### config.mk
export PLATFORM = sky130hd
export DESIGN_NAME = alu_issue
export DESIGN_NICKNAME = d
export VERILOG_FILES = /design/src/rtl/alu_pkg.sv /design/src/rtl/alu_decode.sv /design/src/rtl/alu_issue.sv
export SDC_FILE = /design/constraint.sdc
export NUM_CORES = 1
export LEC_CHECK = 0
export ABC_AREA = 1
export BUFFER_PORTS_ARGS = -buffer_cell sky130_fd_sc_hd__buf_2
export CAP_MARGIN = 15
export CORE_ASPECT_RATIO = 0.7
export CORE_MARGIN = 2
export CORE_UTILIZATION = 47
export CTS_BUF_LIST = sky130_fd_sc_hd__clkbuf_2 sky130_fd_sc_hd__clkbuf_4 sky130_fd_sc_hd__clkbuf_8
export DETAILED_ROUTE_END_ITERATION = 10
export GPL_ROUTABILITY_DRIVEN = 0
export GPL_TIMING_DRIVEN = 0
export PLACE_DENSITY = 0.71
export RECOVER_POWER = 100
export REMOVE_ABC_BUFFERS = 1
export SETUP_SLACK_MARGIN = 0.2
export SYNTH_ARGS = -nofsm -noshare
export SYNTH_HDL_FRONTEND = slang
export SYNTH_SLANG_ARGS = --single-unit
### constraint.sdc
create_clock -name clk -period 2.3 [get_ports clk]
set_input_delay 0.115 -clock clk [delete_from_list [all_inputs] [get_ports clk]]
set_output_delay 0.115 -clock clk [all_outputs]
set_load 0.01 [all_outputs]
### src/rtl/alu_pkg.sv
// Shared ALU definitions: operation codes, field widths and MIPS funct/opcode
// constants used by the issue stage and the ALU itself.
package alu_pkg;

   localparam int unsigned OP_W    = 4;
   localparam int unsigned SHAMT_W = 5;
   localparam int unsigned OPSEL_W = OP_W + SHAMT_W;

   typedef enum logic [OP_W-1:0] {
      OP_AND  = 4'b0000,
      OP_OR   = 4'b0001,
      OP_ADD  = 4'b0010,
      OP_XOR  = 4'b0011,
      OP_NOR  = 4'b0100,
      OP_DIV  = 4'b0101,
      OP_SUB  = 4'b0110,
      OP_SLT  = 4'b0111,
      OP_SLLV = 4'b1000,
      OP_SRLV = 4'b1001,
      OP_SRAV = 4'b1010,
      OP_SLL  = 4'b1011,
      OP_SRL  = 4'b1100,
      OP_SRA  = 4'b1101
   } alu_opcode_e;

   // Main-control ALU classes
   localparam logic [1:0] ALUOP_MEM   = 2'b00;
   localparam logic [1:0] ALUOP_BR    = 2'b01;
   localparam logic [1:0] ALUOP_RTYPE = 2'b10;
   localparam logic [1:0] ALUOP_ITYPE = 2'b11;

   localparam logic [5:0] FN_AND  = 6'b100100;
   localparam logic [5:0] FN_OR   = 6'b100101;
   localparam logic [5:0] FN_ADD  = 6'b100000;
   localparam logic [5:0] FN_ADDU = 6'b100001;
   localparam logic [5:0] FN_SUB  = 6'b100010;
   localparam logic [5:0] FN_SUBU = 6'b100011;
   localparam logic [5:0] FN_SLT  = 6'b101010;
   localparam logic [5:0] FN_XOR  = 6'b100110;
   localparam logic [5:0] FN_NOR  = 6'b100111;
   localparam logic [5:0] FN_DIV  = 6'b011010;
   localparam logic [5:0] FN_SLLV = 6'b000100;
   localparam logic [5:0] FN_SRLV = 6'b000110;
   localparam logic [5:0] FN_SRAV = 6'b000111;
   localparam logic [5:0] FN_SLL  = 6'b000000;
   localparam logic [5:0] FN_SRL  = 6'b000010;
   localparam logic [5:0] FN_SRA  = 6'b000011;

   localparam logic [5:0] OPC_ADDI = 6'b001000;
   localparam logic [5:0] OPC_SLTI = 6'b001010;
   localparam logic [5:0] OPC_ANDI = 6'b001100;
   localparam logic [5:0] OPC_ORI  = 6'b001101;
   localparam logic [5:0] OPC_XORI = 6'b001110;

   typedef struct packed {
      logic [31:0]        op_a;
      logic [31:0]        op_b;
      logic [OPSEL_W-1:0] op_sel;
      logic               illegal;
      logic               div_zero;
   } issue_entry_t;

   function automatic logic [OPSEL_W-1:0] pack_sel(input alu_opcode_e op,
                                                   input logic [SHAMT_W-1:0] shamt);
      return {shamt, op};
   endfunction

endpackage

### src/rtl/alu_decode.sv
// Combinational ALU decode: maps main-control class plus funct/opcode to an
// op select and the operand pair presented to the ALU.
module alu_decode
   import alu_pkg::*;
(
   input  logic [31:0]        instr,
   input  logic [1:0]         alu_op,
   input  logic [31:0]        rs_val,
   input  logic [31:0]        rt_val,
   output logic [31:0]        op_a,
   output logic [31:0]        op_b,
   output logic [OPSEL_W-1:0] op_sel,
   output logic               illegal,
   output logic               div_zero
);

   alu_opcode_e        op;
   logic [SHAMT_W-1:0] shamt;
   logic [31:0]        imm_s;
   logic [31:0]        imm_z;
   logic               unused_bits;

   assign imm_s       = {{16{instr[15]}}, instr[15:0]};
   assign imm_z       = {16'h0000, instr[15:0]};
   assign unused_bits = ^instr[25:16];

   always_comb begin
      op      = OP_ADD;
      shamt   = '0;
      op_a    = rs_val;
      op_b    = rt_val;
      illegal = 1'b0;
      case (alu_op)
         ALUOP_MEM: op_b = imm_s;
         ALUOP_BR:  op = OP_SUB;
         ALUOP_RTYPE: begin
            case (instr[5:0])
               FN_AND:          op = OP_AND;
               FN_OR:           op = OP_OR;
               FN_ADD, FN_ADDU: op = OP_ADD;
               FN_SUB, FN_SUBU: op = OP_SUB;
               FN_SLT:          op = OP_SLT;
               FN_XOR:          op = OP_XOR;
               FN_NOR:          op = OP_NOR;
               FN_DIV:          op = OP_DIV;
               // Variable shifts: value to shift is rt, amount comes from rs
               FN_SLLV: begin op = OP_SLLV; op_a = rt_val; op_b = rs_val; end
               FN_SRLV: begin op = OP_SRLV; op_a = rt_val; op_b = rs_val; end
               FN_SRAV: begin op = OP_SRAV; op_a = rt_val; op_b = rs_val; end
               FN_SLL: begin
                  op = OP_SLL; op_a = rt_val; op_b = '0; shamt = instr[10:6];
               end
               FN_SRL: begin
                  op = OP_SRL; op_a = rt_val; op_b = '0; shamt = instr[10:6];
               end
               FN_SRA: begin
                  op = OP_SRA; op_a = rt_val; op_b = '0; shamt = instr[10:6];
               end
               default: illegal = 1'b1;
            endcase
         end
         ALUOP_ITYPE: begin
            case (instr[31:26])
               OPC_ADDI: op_b = imm_s;
               OPC_SLTI: begin op = OP_SLT; op_b = imm_s; end
               OPC_ANDI: begin op = OP_AND; op_b = imm_z; end
               OPC_ORI:  begin op = OP_OR;  op_b = imm_z; end
               OPC_XORI: begin op = OP_XOR; op_b = imm_z; end
               default: begin illegal = 1'b1; op_b = imm_s; end
            endcase
         end
      endcase
   end

   assign op_sel   = pack_sel(op, shamt);
   assign div_zero = (op == OP_DIV) && (rt_val == '0);

endmodule

### src/rtl/alu_issue.sv
// ALU issue stage: decodes an instruction and buffers the result in a
// two-entry (output register + skid) valid/ready queue with an illegal counter.
module alu_issue
   import alu_pkg::*;
(
   input  logic               clk,
   input  logic               rst_n,
   input  logic               in_valid,
   output logic               in_ready,
   input  logic [31:0]        instr,
   input  logic [1:0]         alu_op,
   input  logic [31:0]        rs_val,
   input  logic [31:0]        rt_val,
   input  logic               flush,
   output logic               out_valid,
   input  logic               out_ready,
   output logic [31:0]        op_a,
   output logic [31:0]        op_b,
   output logic [OPSEL_W-1:0] op_sel,
   output logic               illegal,
   output logic               div_zero,
   output logic [15:0]        illegal_cnt
);

   issue_entry_t dec;
   issue_entry_t out_q, out_nxt;
   issue_entry_t skid_q, skid_nxt;
   logic         out_valid_q, out_valid_nxt;
   logic         skid_valid_q, skid_valid_nxt;
   logic         in_ready_q;
   logic [15:0]  cnt_q;
   logic         acc;
   logic         deq;

   alu_decode u_decode (
      .instr    (instr),
      .alu_op   (alu_op),
      .rs_val   (rs_val),
      .rt_val   (rt_val),
      .op_a     (dec.op_a),
      .op_b     (dec.op_b),
      .op_sel   (dec.op_sel),
      .illegal  (dec.illegal),
      .div_zero (dec.div_zero)
   );

   assign acc = in_valid && in_ready_q && !flush;
   assign deq = out_valid_q && out_ready;

   always_comb begin
      out_nxt        = out_q;
      out_valid_nxt  = out_valid_q;
      skid_nxt       = skid_q;
      skid_valid_nxt = skid_valid_q;
      if (flush) begin
         out_valid_nxt  = 1'b0;
         skid_valid_nxt = 1'b0;
      end else if (!out_valid_q || deq) begin
         // Output register frees up: refill from skid first to keep order
         if (skid_valid_q) begin
            out_nxt        = skid_q;
            out_valid_nxt  = 1'b1;
            skid_valid_nxt = acc;
            if (acc) skid_nxt = dec;
         end else begin
            out_valid_nxt = acc;
            if (acc) out_nxt = dec;
         end
      end else if (acc) begin
         skid_nxt       = dec;
         skid_valid_nxt = 1'b1;
      end
   end

   always_ff @(posedge clk or negedge rst_n) begin
      if (!rst_n) begin
         out_q        <= '0;
         skid_q       <= '0;
         out_valid_q  <= 1'b0;
         skid_valid_q <= 1'b0;
         in_ready_q   <= 1'b1;
         cnt_q        <= '0;
      end else begin
         out_q        <= out_nxt;
         skid_q       <= skid_nxt;
         out_valid_q  <= out_valid_nxt;
         skid_valid_q <= skid_valid_nxt;
         in_ready_q   <= !skid_valid_nxt;
         if (acc && dec.illegal && (cnt_q != '1)) cnt_q <= cnt_q + 16'd1;
      end
   end

   assign in_ready    = in_ready_q;
   assign out_valid   = out_valid_q;
   assign op_a        = out_q.op_a;
   assign op_b        = out_q.op_b;
   assign op_sel      = out_q.op_sel;
   assign illegal     = out_q.illegal;
   assign div_zero    = out_q.div_zero;
   assign illegal_cnt = cnt_q;

endmodule

Word level (Yosys, flattened, before mapping)

Cells that the tools add are included.

Register bits after elaboration: 169

Add/subtract/negate cells: 1
Equal/unequal tests: 26
Multiplexer cells: 25
Bitwise operators: 1
Reductions and logical operators: 24

Operator list:

| cell                    | number |
|---|---|
| $mux W75                | 5 |
| $mux W32                | 3 |
| $pmux W32 S3            | 1 |
| $pmux W32 S2            | 1 |
| $eq A6 B6 Y1 const B    | 9 |
| $pmux W4 S13            | 1 |
| $logic_not A32 Y1       | 1 |
| $eq A6 B4 Y1 const B    | 5 |
| $eq A6 B3 Y1 const B    | 3 |
| $add A16 B1 Y16 const B | 1 |
| $ne A16 B16 Y1 const B  | 1 |
| $reduce_or A16 Y1       | 1 |
| $eq A6 B2 Y1 const B    | 2 |
| $pmux W3 S4             | 1 |
| $pmux W4 S3             | 1 |
| $mux W5                 | 2 |
| $mux W1                 | 9 |
| $reduce_or A3 Y1        | 3 |
| $eq A6 B5 Y1 const B    | 1 |
| $logic_and A1 B1 Y1     | 6 |
| $logic_not A6 Y1        | 1 |
| $reduce_or A6 Y1        | 1 |
| $reduce_or A5 Y1        | 1 |
| $eq A2 B2 Y1 const B    | 2 |
| 12 further kinds        | 15 |

Logic depth before layout (Yosys ltp)

Depth in word-level cells: 9
Gate-level depth with buffers: 13

Hierarchy

Synthesis repeated with hierarchy kept, for this count alone.

Cell total of the unflattened synthesis: 1,375
Area total of the unflattened synthesis: 10,090.9 µm²

Modules (own cells, without submodules):

| module     | instances | cells each | area each (µm²) | seq. area each (µm²) |
|---|---|---|---|---|
| alu_issue  | 1         | 984        | 7,986.4         | 4,230.3 |
| alu_decode | 1         | 391        | 2,104.5         | 0.0 |

Least setup slack after synthesis

Ideal clock, no wire load.

Path kind: register to register
From: register cnt_q[0] (netlist: illegal_cnt[0])
To: register cnt_q[3] (netlist: illegal_cnt[3])
Library setup time: 120 ps
Data arrival time: 1,599 ps
Data required time: 2,180 ps
Slack: 580 ps
Cell stages (with the launch flop): 10
Path buffers: 1
Period minus slack after synthesis: 1,720 ps
Cell sequence: dfrtp_1 ha_1 nand3_1 nor2_1 a41oi_1 nand2_4 inv_4 buf_6 nand3b_1 nand2_1

Longest elaborated chain between the ends: 2
Elaborated cells between the ends (all ways): 3
Those cells by class: add/sub: 1; eq/ne: 1; reduce/logical: 1

RTL lines:

| item                                                    | RTL line        | source |
|---|---|---|
| from (decl)                                             | alu_issue.sv:31 | `logic [15:0] cnt_q;` |
| from (signal assigned)                                  | alu_issue.sv:89 | `if (acc && dec.illegal && (cnt_q != '1)) cnt_q <= cnt_q + 16'd1;` |
| branches (longest 2 deep; another with $add A16 B1 Y16) | n/a             |  |

Parallel ways; which one is timed is not known.
A chain may end at the register's enable or synchronous reset.

Worst setup path after layout

From: register in_ready_q (netlist: in_ready)
To: register out_q (netlist bit op_a[11])

Longest elaborated chain between the ends: 4

RTL lines:

| item                                | RTL line        | source |
|---|---|---|
| from (decl)                         | alu_issue.sv:30 | `logic in_ready_q;` |
| from (signal assigned)              | alu_issue.sv:88 | `in_ready_q <= !skid_valid_nxt;` |
| $logic_and A1 B1 Y1 (2 in a row)    | alu_issue.sv:47 | `assign acc = in_valid && in_ready_q && !flush;` |
| $reduce_bool A2 Y1 (no source line) | n/a             |  |
| $reduce_and A3 Y1 (no source line)  | n/a             |  |
| to (signal assigned)                | alu_issue.sv:84 | `out_q <= out_nxt;` |
| to (decl)                           | alu_issue.sv:26 | `issue_entry_t out_q, out_nxt;` |

Every way passes these cells.

==> flow_summary.yaml <==
outcome:
  status: "complete, no violations"
sta:
  slew_headroom: 0.104
  timing.hold.ws_ns: 0.0251
  period_needed_ns: 2.10
  slew_violations: 0
  hold_viol: 0
  max_freq_ghz: 0.477
  period_share: 0.912
  final.setup.tns_ns: 0
  setup_violations: 0
  rsz0062_at_grt: "true"
  worstMarginPinSlew_ns: 1.34
  fin_skew_ns: 0.0194
critical_path:
  worstPathMaxFanout: 28
  worst_ep_arrival_time_ns: 2.50
  cp-end-kind: "flop"
  slowest_delay_ns: 0.56
  r2r-end: "op_a[11]"
  path_cells: "nand3_1 > a21oi_4 > nand2_8 > buf_16 > inv_12 > bufbuf_16 > o21a_1"
  r2r-start: "in_ready"
  reg2reg_setup_slack_ns: 0.20
  critPathLaunchType: "flop"
  ff2ff_path_depth: 7
  required_ns: 2.70
  criticalPathCategory: "reg -> reg"
  crit_slowest_cell: "dfstp_1"
global_route:
  use_met1: 0.408
  grt_max_degree: 120
  grt_pass1_wl_mm: 43.4
  met3_usage: 0.0525
  grt-ovfl-total: 0
  grt_antenna_before_repair: 2
  grt_use_met2: 0.414
  grt_usage: 0.274
  grt-busiest-layer: "met2"
  grt_pass1_vias: 8212
detailed_routing:
  num_vias: 8788
  drc_errors: 0
  drt_first_iter_violations: 848
  post_drt_wl_per_cell_um: 17.0
  routed_wl_mm: 27.2
  first_pass_iters: 5
  routed_via_density: 5.49
  ant_nets: 0
final_layout:
  synthToLayoutAreaGrowth_pct: 21.5
  fill_cells: 1753
  drive_gt1_frac: 0.126
  nets: 1449
power_and_ir_drop:
  clkPwrFrac: 0.265
  power_density_nw_per_um2: 786
  p_switching_mw: 2.93
  p_comb_frac: 0.244
  power.leakage_nw: 5.29
  ir_drop_mv: 0.361
  internal-power_mw: 5.54
  p_seq_frac: 0.491
  swShare: 0.346
synth:
  syn_avg_cell_area_um2: 7.66
  synth_seq_cells: 169
  yosysUniqueCellTypes: 38
  yosysSeqAreaShare: 0.477
  yosys_warnings: 0
  synth_cells: 1158
  syn-cell-area_um2: 8870
cts:
  path_clk_slew_ns: 0.10
  cts_made_buffers: 17
  cts_buffer_depth: 2
  clkLatencyLatePin_ns: 0.46
  cts-htree-levels: 4
  clkSinkCount: 169
  root_buffer: "clkbuf_8"
  cts_tree: "yes"
floorplanning:
  die-height_um: 119
  die_w_um: 168
  io_pins: 196
  start_util: 0.474
  row_count: 42
  coreArea_um2: 18700
  die-area_um2: 20000
worst_hold_path:
  hold_path.class: "in -> reg"
  min-delay-start: "rt_val[14]"
  hold_path_end: "skid_q[57]"
  hold_path_depth: 3
placed_design:
  hpwl_mm: 16.9
  io_buffers: 185
job:
  drv_cap: 0
==> worst max-delay path: cells and delay by family, from the launching register on <==
kind | cells | cell delay, ns
simple gates | 2 | 0.36
buf+inv | 3 | 0.70
compound gates | 2 | 0.38
flops | 1 | 0.56
==> metal layers <==
metal  vias to the layer above  part of all wire
li1                       4214                 -
met1                      4138              0.48
met2                       391              0.43
met3                        43             0.075
met4                         2             0.018
met5                         -           0.00040
==> final cells by class <==
cell class / count / area [µm²] / share of cell area
flip-flops and latches: 169 / 4230 / 0.393
multi-input cells: 811 / 3980 / 0.369
repair buffers: 234 / 1420 / 0.132
inverters: 112 / 445 / 0.0413
well taps: 242 / 303 / 0.0281
clock buffers: 18 / 241 / 0.0224
clock inverters: 13 / 160 / 0.0149
diodes: 1 / 2.50 / 0.000232
==> power groups by stage <==
stage | combinational, mW | sequential [mW] | clock (mW)
floorplan | 1.02 | 4.33 | 0
global placement | 2.00 | 4.19 | 0
detailed placement | 2.08 | 4.20 | 0
CTS | 2.19 | 4.14 | 2.27
global route | 2.33 | 4.26 | 2.41
finish | 2.07 | 4.16 | 2.24
==> cells in the mapped netlist (all sizes together) <==
master,number,share of area
and2,1,0.00071
o21ai,163,0.094
nor2,74,0.034
nand2,307,0.13
nand3b,2,0.0017
inv,111,0.047
o21bai,1,0.00085
xnor2,7,0.0069
nand4,8,0.0056
ha,1,0.0014
dfstp,1,0.0030
a211oi,1,0.00085
a31oi,18,0.013
clkinv,1,0.00042
buf,23,0.016
clkbuf,45,0.019
o21a,33,0.028
o211ai,14,0.012
nand3,48,0.029
a21oi,86,0.049
xor2,6,0.0059
dfrtp,168,0.47
a41oi,1,0.00099
nor3,14,0.0079
o22ai,24,0.017
==> repair_timing <==
item	in CTS	in global routing
setup buffers	6	4
gates resized for setup	16	4
endpoints found under the hold margin	83	0
gates cloned	3	1
hold buffers	30	0
pin swaps	3	3
setup endpoints to repair	151	40
==> stage by stage <==
step	power (mW)	area, µm²	worst slack [ns]	util	cells
floorplan	5.35	8570	-4.21	-	1090
global placement	6.19	9790	-8.40	0.524	1517
detailed placement	6.28	10000	-1.17	0.535	1524
CTS	8.60	10900	0.196	0.582	1594
global route	8.99	10800	0.104	0.576	1600
finish	8.47	10800	0.203	0.576	1600
==> cell usage in the layout (no fill, tap or decap), drive strengths merged, types with 24 or more instances in the layout <==
cell / synthesis / layout
dlygate4sd3: 0 / 30
o22ai: 24 / 24
nor2: 74 / 75
nand3: 48 / 48
a21oi: 86 / 86
o21ai: 163 / 163
dfrtp: 168 / 168
clkbuf: 45 / 113
buf: 23 / 108
o21a: 33 / 33
inv: 111 / 118
nand2: 307 / 308
==> registers in the layout (all words and copies together) (netlist names) <==
signal	flops
skid_q	75
op_a	32
op_b	32
illegal_cnt	16
op_sel	9
div_zero	1
illegal	1
in_ready	1
out_valid	1
skid_valid_q	1
==> worst max path at each step <==
stage / from / cells after the start / end
5_1_grt: in_ready / 7 / op_a[11]
4_1_cts: alu_op[1] / 11 / illegal_cnt[4]
6_report: in_ready / 7 / op_a[11]
3_3_place_gp: skid_valid_q / 6 / op_b[18]
2_1_floorplan: skid_valid_q / 6 / op_b[17]
3_5_place_dp: skid_valid_q / 8 / op_sel[2]
==> logic make-up (layout without fill, tap and decap cells) <==
group           Yosys count  after routing  synth area share
simple gates            454            456             0.212
compound gates          341            341             0.215
buf+inv                 180            377            0.0823
flops                   169            169             0.477
xor+xnor                 13             13            0.0128
fa+ha+maj                 1              1           0.00141
other cells               0              1                 0
Note: power is estimated with default switching activity, not from simulation.
